--- config.mk ---
export PLATFORM = sky130hd
export DESIGN_NAME = spi_protocol_burst
export DESIGN_NICKNAME = d
export VERILOG_FILES = /design/src/rtl/spi_protocol_burst.sv
export SDC_FILE = /design/constraint.sdc
export NUM_CORES = 1
export LEC_CHECK = 0
export CELL_PAD_IN_SITES_DETAIL_PLACEMENT = 1
export CELL_PAD_IN_SITES_GLOBAL_PLACEMENT = 1
export CORE_MARGIN = 2
export CORE_UTILIZATION = 27
export DETAILED_ROUTE_END_ITERATION = 12
export PLACE_DENSITY = 0.8
export SKIP_LAST_GASP = 1
export SLEW_MARGIN = 30
export SYNTH_ARGS = -nofsm -noshare
export SYNTH_HDL_FRONTEND = slang
export SYNTH_SLANG_ARGS = --single-unit
--- constraint.sdc ---
create_clock -name clk -period 1.7 [get_ports clk]
set_input_delay 0.34 -clock clk [delete_from_list [all_inputs] [get_ports clk]]
set_output_delay 0.34 -clock clk [all_outputs]
set_load 0.02 [all_outputs]
--- src/rtl/spi_protocol_burst.sv ---
// SPI burst protocol engine: decodes a command word, then streams len+1 register
// writes, or len+1 read-ahead reads, per chip-select frame.
module spi_protocol_burst #(
    parameter int DATA_W = 32,
    parameter int ADDR_W = 8,
    parameter int LEN_W  = 4
) (
    input  logic              clk,
    input  logic              rst,
    input  logic [DATA_W-1:0] data_fe_in,
    input  logic              ss_pos_edge,
    input  logic              ss_neg_edge,
    input  logic [DATA_W-1:0] data_in,
    input  logic              data_in_valid,
    output logic [DATA_W-1:0] data_fe_out,
    output logic [DATA_W-1:0] data_out,
    output logic [ADDR_W-1:0] address,
    output logic              we,
    output logic              re,
    output logic              busy,
    output logic              err
);
    typedef enum logic [1:0] {
        S_IDLE  = 2'd0,
        S_WRITE = 2'd1,
        S_READ  = 2'd2,
        S_DONE  = 2'd3
    } state_t;

    localparam logic [ADDR_W-1:0] ADDR_ONE = ADDR_W'(1);
    localparam logic [LEN_W-1:0]  LEN_ONE  = LEN_W'(1);

    state_t            r_state;
    state_t            w_next_state;
    logic [ADDR_W-1:0] r_addr;
    logic [LEN_W-1:0]  r_cnt;
    logic              r_we;
    logic              r_re;
    logic              r_err;
    logic              r_rdy;
    logic [DATA_W-1:0] r_data_out;
    logic [DATA_W-1:0] r_data_fe_out;
    logic              w_busy;

    logic [ADDR_W-1:0] w_cmd_addr;
    logic              w_cmd_rnw;
    logic [LEN_W-1:0]  w_cmd_len;
    logic              w_cmd;
    logic              w_word;
    logic              w_abort;
    logic              w_last;

    assign w_cmd_addr = data_fe_in[ADDR_W-1:0];
    assign w_cmd_rnw  = data_fe_in[ADDR_W];
    assign w_cmd_len  = data_fe_in[ADDR_W+LEN_W:ADDR_W+1];

    // Frame end outranks a word boundary once a burst is in progress.
    assign w_cmd   = (r_state == S_IDLE) && ss_pos_edge;
    assign w_abort = (r_state != S_IDLE) && ss_neg_edge;
    assign w_word  = (r_state != S_IDLE) && ss_pos_edge && !ss_neg_edge;
    assign w_last  = (r_cnt == '0);

    always_ff @(posedge clk) begin
        if (rst) begin
            r_state <= S_IDLE;
        end else begin
            r_state <= w_next_state;
        end
    end

    always_comb begin
        w_next_state = r_state;
        unique case (r_state)
            S_IDLE: begin
                if (w_cmd) begin
                    w_next_state = w_cmd_rnw ? S_READ : S_WRITE;
                end
            end
            S_WRITE, S_READ: begin
                if (w_abort) begin
                    w_next_state = S_IDLE;
                end else if (w_word && w_last) begin
                    w_next_state = S_DONE;
                end
            end
            S_DONE: begin
                if (w_abort) begin
                    w_next_state = S_IDLE;
                end
            end
            default: w_next_state = S_IDLE;
        endcase
    end

    always_comb begin
        w_busy = (r_state != S_IDLE);
    end

    always_ff @(posedge clk) begin
        if (rst) begin
            r_addr        <= '0;
            r_cnt         <= '0;
            r_we          <= 1'b0;
            r_re          <= 1'b0;
            r_err         <= 1'b0;
            r_rdy         <= 1'b0;
            r_data_out    <= '0;
            r_data_fe_out <= '0;
        end else begin
            r_we <= 1'b0;
            r_re <= 1'b0;
            // Post-write increment happens even if the frame was aborted meanwhile.
            if (r_we) begin
                r_addr <= r_addr + ADDR_ONE;
            end
            unique case (r_state)
                S_IDLE: begin
                    if (w_cmd) begin
                        r_addr <= w_cmd_addr;
                        r_cnt  <= w_cmd_len;
                        r_err  <= 1'b0;
                        r_rdy  <= 1'b0;
                        r_re   <= w_cmd_rnw;
                    end
                end
                S_WRITE: begin
                    if (w_word) begin
                        r_data_out <= data_fe_in;
                        r_we       <= 1'b1;
                        if (!w_last) begin
                            r_cnt <= r_cnt - LEN_ONE;
                        end
                    end
                end
                S_READ: begin
                    if (data_in_valid) begin
                        r_data_fe_out <= data_in;
                        r_rdy         <= 1'b1;
                    end
                    // A word boundary before the read data arrived is an underrun.
                    if (w_word) begin
                        r_rdy <= 1'b0;
                        if (!r_rdy) begin
                            r_err <= 1'b1;
                        end
                        if (!w_last) begin
                            r_cnt  <= r_cnt - LEN_ONE;
                            r_addr <= r_addr + ADDR_ONE;
                            r_re   <= 1'b1;
                        end
                    end
                end
                default: ;
            endcase
        end
    end

    assign data_fe_out = r_data_fe_out;
    assign data_out    = r_data_out;
    assign address     = r_addr;
    assign we          = r_we;
    assign re          = r_re;
    assign busy        = w_busy;
    assign err         = r_err;

endmodule

==> metrics.cfg <==
[status]
run_status = finished, final reports clean

[global_route]
grt_pass1_vias = 4112
grt_first_pass_wirelength_um = 20500
overflow = 0
grt.total_usage_pct = 18.2
grt_max_degree = 33
antenna_found_initial = 0

[synth]
yosys.cell_types.count = 47
synth_seq_cells = 82
ys_async_sr_fraction_pct = 0
postSynth.topFlopCell = dfxtp_1
number_of_enable_type_register_cells_in_the_synthesized_netlist = 0
syn-instance-count = 452
synth_seq_area_share_pct = 46.8
yosysWarningCount = 0
synth.avg_cell_area_um2 = 7.77
mappedNetlistArea_um2 = 3510
synth_nets = 527

[flow_run]
max-cap-violations = 0

[floorplanning]
die_span_in_y_um = 118
coreArea_um2 = 12700
design.portCount = 145
die_width_um = 118
rows = 41
start_util_pct = 27.7
die-area_um2 = 13900

[place]
placement.io_buffers = 144
globalplace.congestion = 0.854
dp_hpwl_um = 9380
placed_cell_area_um2 = 5380
post-place-ws_ps = -406

[timing]
fin_worst_hold_slack_ps = 408
rsz_0062_raised_after_global_routing = yes
timing.final.hold_violations = 0
finalMaxSlewViolations = 0
max-slew-margin-rel_pct = 75.8
final_min_period_over_clock_period_pct = 98.1
setup_total_negative_slack_ps = 0
fmaxAchievable_mhz = 599
fin_ws_ps = 31.6
worstMarginPinSlew_ps = 363
fin_skew_ps = 5.82
setup_viol_count_final = 0
post_layout_minimum_cycle_time_ps = 1670

[finish]
layout.cells.most_common_list = 142 x nand2_1, 132 x clkdlybuf4s50_1, 80 x dfxtp_1
drive_gt1_share_pct = 14.4
diodes = 0
num-nets-final = 701
layout-area-overhead-vs-synth_pct = 66.7
postLayoutCellArea_um2 = 5850
final_common_cell = nand2_1

[setup_path]
critical_path.endpoint_type = flop
critical_path_required_ps = 1930
critPathKind = reg -> reg
crit_arrival_ps = 1900
cp_max_fo = 6
setup_slack_of_the_worst_register_to_register_path_ps = 30
setup.worst_path.start_class = flop

[route]
detail-route-antenna-nets = 0
initialDrtViolationCount = 109
drc = 0
avgViaCountPerCell = 4.75
post_drt_wl_per_cell_um = 15.8
wl_um = 12700
detailroute.via_count = 3815
detailedRoute.firstPassIterationCount = 4

[clock_tree]
clockRootBuffer = clkbuf_16
cts.hold.buffers_added = 0
cts_htree_levels = 3
clkLatencyLatePin_ps = 340
clkSlewWorstSetupHoldPaths_ps = 60
cts_buffers = 9
clock_tree.buffer_depth = 2
cts_tree = done
clkSinkCount = 82

[hold_path]
min_path_type = in -> reg

[power]
power_density_over_cell_area_nw_per_um2 = 1260
total_power_w = 0.00739
p_leak_nw = 2.17
power.internal_w = 0.00493
share_seq_of_total_power_pct = 31.0
switchingPower_w = 0.00247
power.switching_fraction_pct = 33.4
maximum_resistive_drop_on_vdd_mv = 0.389
pwr-share-clk_pct = 28.4
power.share.combinational_pct = 40.6

critical path, cell delays in order, from the launching register on:
cell	delay, ps
dfxtp_2	330
inv_2	50
ha_4	190
nor3b_4	350
buf_4	210
a21oi_2	60
xnor2_1	120
a31o_2	240
kinds of logic after synthesis:
group	after synthesis	share of synthesized area, %
xor gates and xnor gates	8	2.00
adders and majority gates	6	2.14
muxes	1	0.285
buffers and inverters	42	5.20
DFF	82	46.8
and+or+nand+nor	191	23.8
AOI/OAI and AO/OA	122	19.9
power groups by stage:
stage | clock network [W] | registers [W] | logic, W
after floorplan | 0 | 0.00249 | 0.00123
after global placement | 0 | 0.00230 | 0.00255
after detailed placement | 0 | 0.00232 | 0.00265
after CTS | 0.00217 | 0.00229 | 0.00280
after global routing | 0.00226 | 0.00232 | 0.00325
final | 0.00210 | 0.00229 | 0.00300
sequential cells by signal, indices dropped and copies added (netlist names):
signal,count
data_fe_out,32
r_cnt,4
we,1
r_state,2
data_out,32
re,1
r_rdy,1
err,1
address,8
path summary, 6_finish.rpt:
kind | from | endpoint | cells past startpoint
max | r_state[1] | address[0] | 7
min reg2reg | data_out[22] | data_out[22] | 2
max reg2reg | r_state[1] | address[0] | 7
min | rst | data_out[3] | 2
what timing repair did:
item | CTS | global route
pin swaps | 3 | 9
buffers inserted | 0 | 3
setup endpoints to repair | 50 | 67
gates cloned | 1 | 0
gates resized for setup | 21 | 21
metal layers:
metal | vias to the layer above | global-route usage (%) | part of all wire (%)
li1 | 1870 | - | -
met1 | 1819 | 20.4 | 41
met2 | 106 | 31.8 | 51
met3 | 20 | 6.01 | 6.7
met4 | 0 | 7.00 | 1.9
met5 | - | 0 | 0
cell type report:
| class | instances | area, um^2 |
|---|---|---|
| Multi-Input combinational cell | 329 | 1780 |
| Sequential cell | 82 | 1640 |
| Tap cell | 172 | 215 |
| Clock buffer | 11 | 243 |
| Inverter | 11 | 41.3 |
| Fill cell | 1544 | 6820 |
| Clock inverter | 5 | 77.6 |
| Timing Repair Buffer | 193 | 1850 |
cells in the mapped netlist (3+ instances only):
library cell  instances  area share [%]
xnor2_1               6             1.5
a31oi_1               3            0.53
nor3_1                6            0.86
nand4_1               3            0.53
and2_1                3            0.53
nor2b_1               5            0.89
clkbuf_1             20             2.1
nand2_1             143              15
dfxtp_1              82              47
and3_1                4            0.71
or3_1                 3            0.53
a22oi_1               5             1.1
a21oi_1              77              11
nand2b_1              3            0.53
o21a_1                4            0.86
nand3_1               4            0.57
inv_1                10             1.1
o21ai_0              16             2.3
nor2_1                8            0.86
buf_2                 8             1.1
ha_1                  6             2.1
through the flow:
stage               std cells  util [%]
CTS                       800      45.4
global route              803      46.2
floorplan                 452         -
finish                    803      46.2
global placement          783      42.5
detailed placement        783      42.5
(Power assumes the default switching activity.)
==> RTL change (config.mk and constraints unchanged) <==
Re-encode `state_t` (4 states) as Gray code, 2 bits wide.
--- a/src/rtl/spi_protocol_burst.sv
+++ b/src/rtl/spi_protocol_burst.sv
@@ -21,10 +21,10 @@
     output logic              err
 );
     typedef enum logic [1:0] {
-        S_IDLE  = 2'd0,
-        S_WRITE = 2'd1,
-        S_READ  = 2'd2,
-        S_DONE  = 2'd3
+        S_IDLE  = 2'b00,
+        S_WRITE = 2'b01,
+        S_READ  = 2'b11,
+        S_DONE  = 2'b10
     } state_t;
 
     localparam logic [ADDR_W-1:0] ADDR_ONE = ADDR_W'(1);
Formal check against the unedited RTL: no difference found for any inputs over 4 cycles, from zero or initial values and one cycle with rst high; so few cycles prove little.
==> RTL change against the unedited design <==
Routed wire length is 0.48% higher; area after synthesis rose by 1.9%; sequential cell count unchanged; fmax is 2.4% lower; combinational power down 11%; highest routed layer unchanged; count of clock-buffer cells in the layout up 4; first-iteration DRC count increased by 56%; the run now ends with negative setup slack left; design area increased by 1.7%; total power down 5.4%; synthesized cell count is 1.8% higher; non-clock buffer count fell by 4; worst setup slack worse by 0.042 ns.
==> RTL change: results <==
[route]
routed-wl-met2_um = 6522
viasPerCell = 4.810
routed-wl-met3_um = 754
drt_iter0_drc = 170
wl_per_cell_um = 15.71
wl_met1_um = 5278

[power_and_ir_drop]
peakVddDrop_uv = 522.5
swShare_pct = 32.51
leakage_nw = 2.149

[layout]
inv_count = 10
multi_input_comb_cells = 337
nNonClkBuffers = 189
seq_share_pct = 27.66
multi_input_area_share_pct = 31.52
final-instance-count-excl-fill = 810
drive_above_1_share_pct = 13.88
synthToLayoutAreaGrowth_pct = 66.26
clockNetworkAreaShare_pct = 5.342
nets = 704
nonClkBufAreaFrac_pct = 31.08

[grt]
track_usage_pct = 17.91
grt_pass1_wl_um = 20290
grt_start_max_net_pins = 55

[timing]
fin_ws_ns = -0.01007
setup_tns_ns = -0.02324
finalSetupViolCount = 3
clock_skew_ns = 0.006377

[place]
hpwlAfterDp_um = 9126
pre_cts_slack_ns = -0.3325
gp_congestion = 0.8085
dp.cells = 790

[synth]
avgSynthCellArea_um2 = 7.779
syn_area_um2 = 3578
yosys-top-cells-area = dfxtp_1 46%, nand2_1 15%, a21oi_1 11%
synth_cell_type_count = 49
yosysSeqAreaShare_pct = 45.87

[critical_path]
slowest_stage = or4_1
cp.arrival_ns = 1.99
slowest_delay_ns = 0.48

[outcome]
status = finished with violations
violations = negative setup slack
[RTL change: cells by family after synthesis]
kind of cell | Yosys count | synth area share (%)
simple gates | 194 | 24.27
fa+ha+maj | 6 | 2.098
xor+xnor | 8 | 1.958
compound gates | 128 | 20.80
mux | 1 | 0.2797
flops | 82 | 45.87
buf+inv | 41 | 4.720
[RTL change: metal layers]
layer	GRT usage, %	vias to the layer above
met2	31.47	91
met5	0	-
met4	5.952	0
li1	-	1900
met3	6.130	13
met1	20.22	1892
[RTL change: final timing paths]
path              cells after the start              end  slack (ns)
setup / recovery                      6       address[2]       -0.01
hold / removal                        3       address[1]        0.40
setup reg to reg                      6       address[2]       -0.01
hold reg to reg                       2  data_fe_out[19]        0.45
[RTL change: timing repair]
| item | 4_1_cts | 5_1_grt |
|---|---|---|
| pin swaps | 3 | 6 |
| gates resized for setup | 24 | 19 |
| hold endpoints to repair | 0 | 0 |
| endpoints found under the setup margin | 56 | 72 |
| buffers inserted | 1 | 3 |
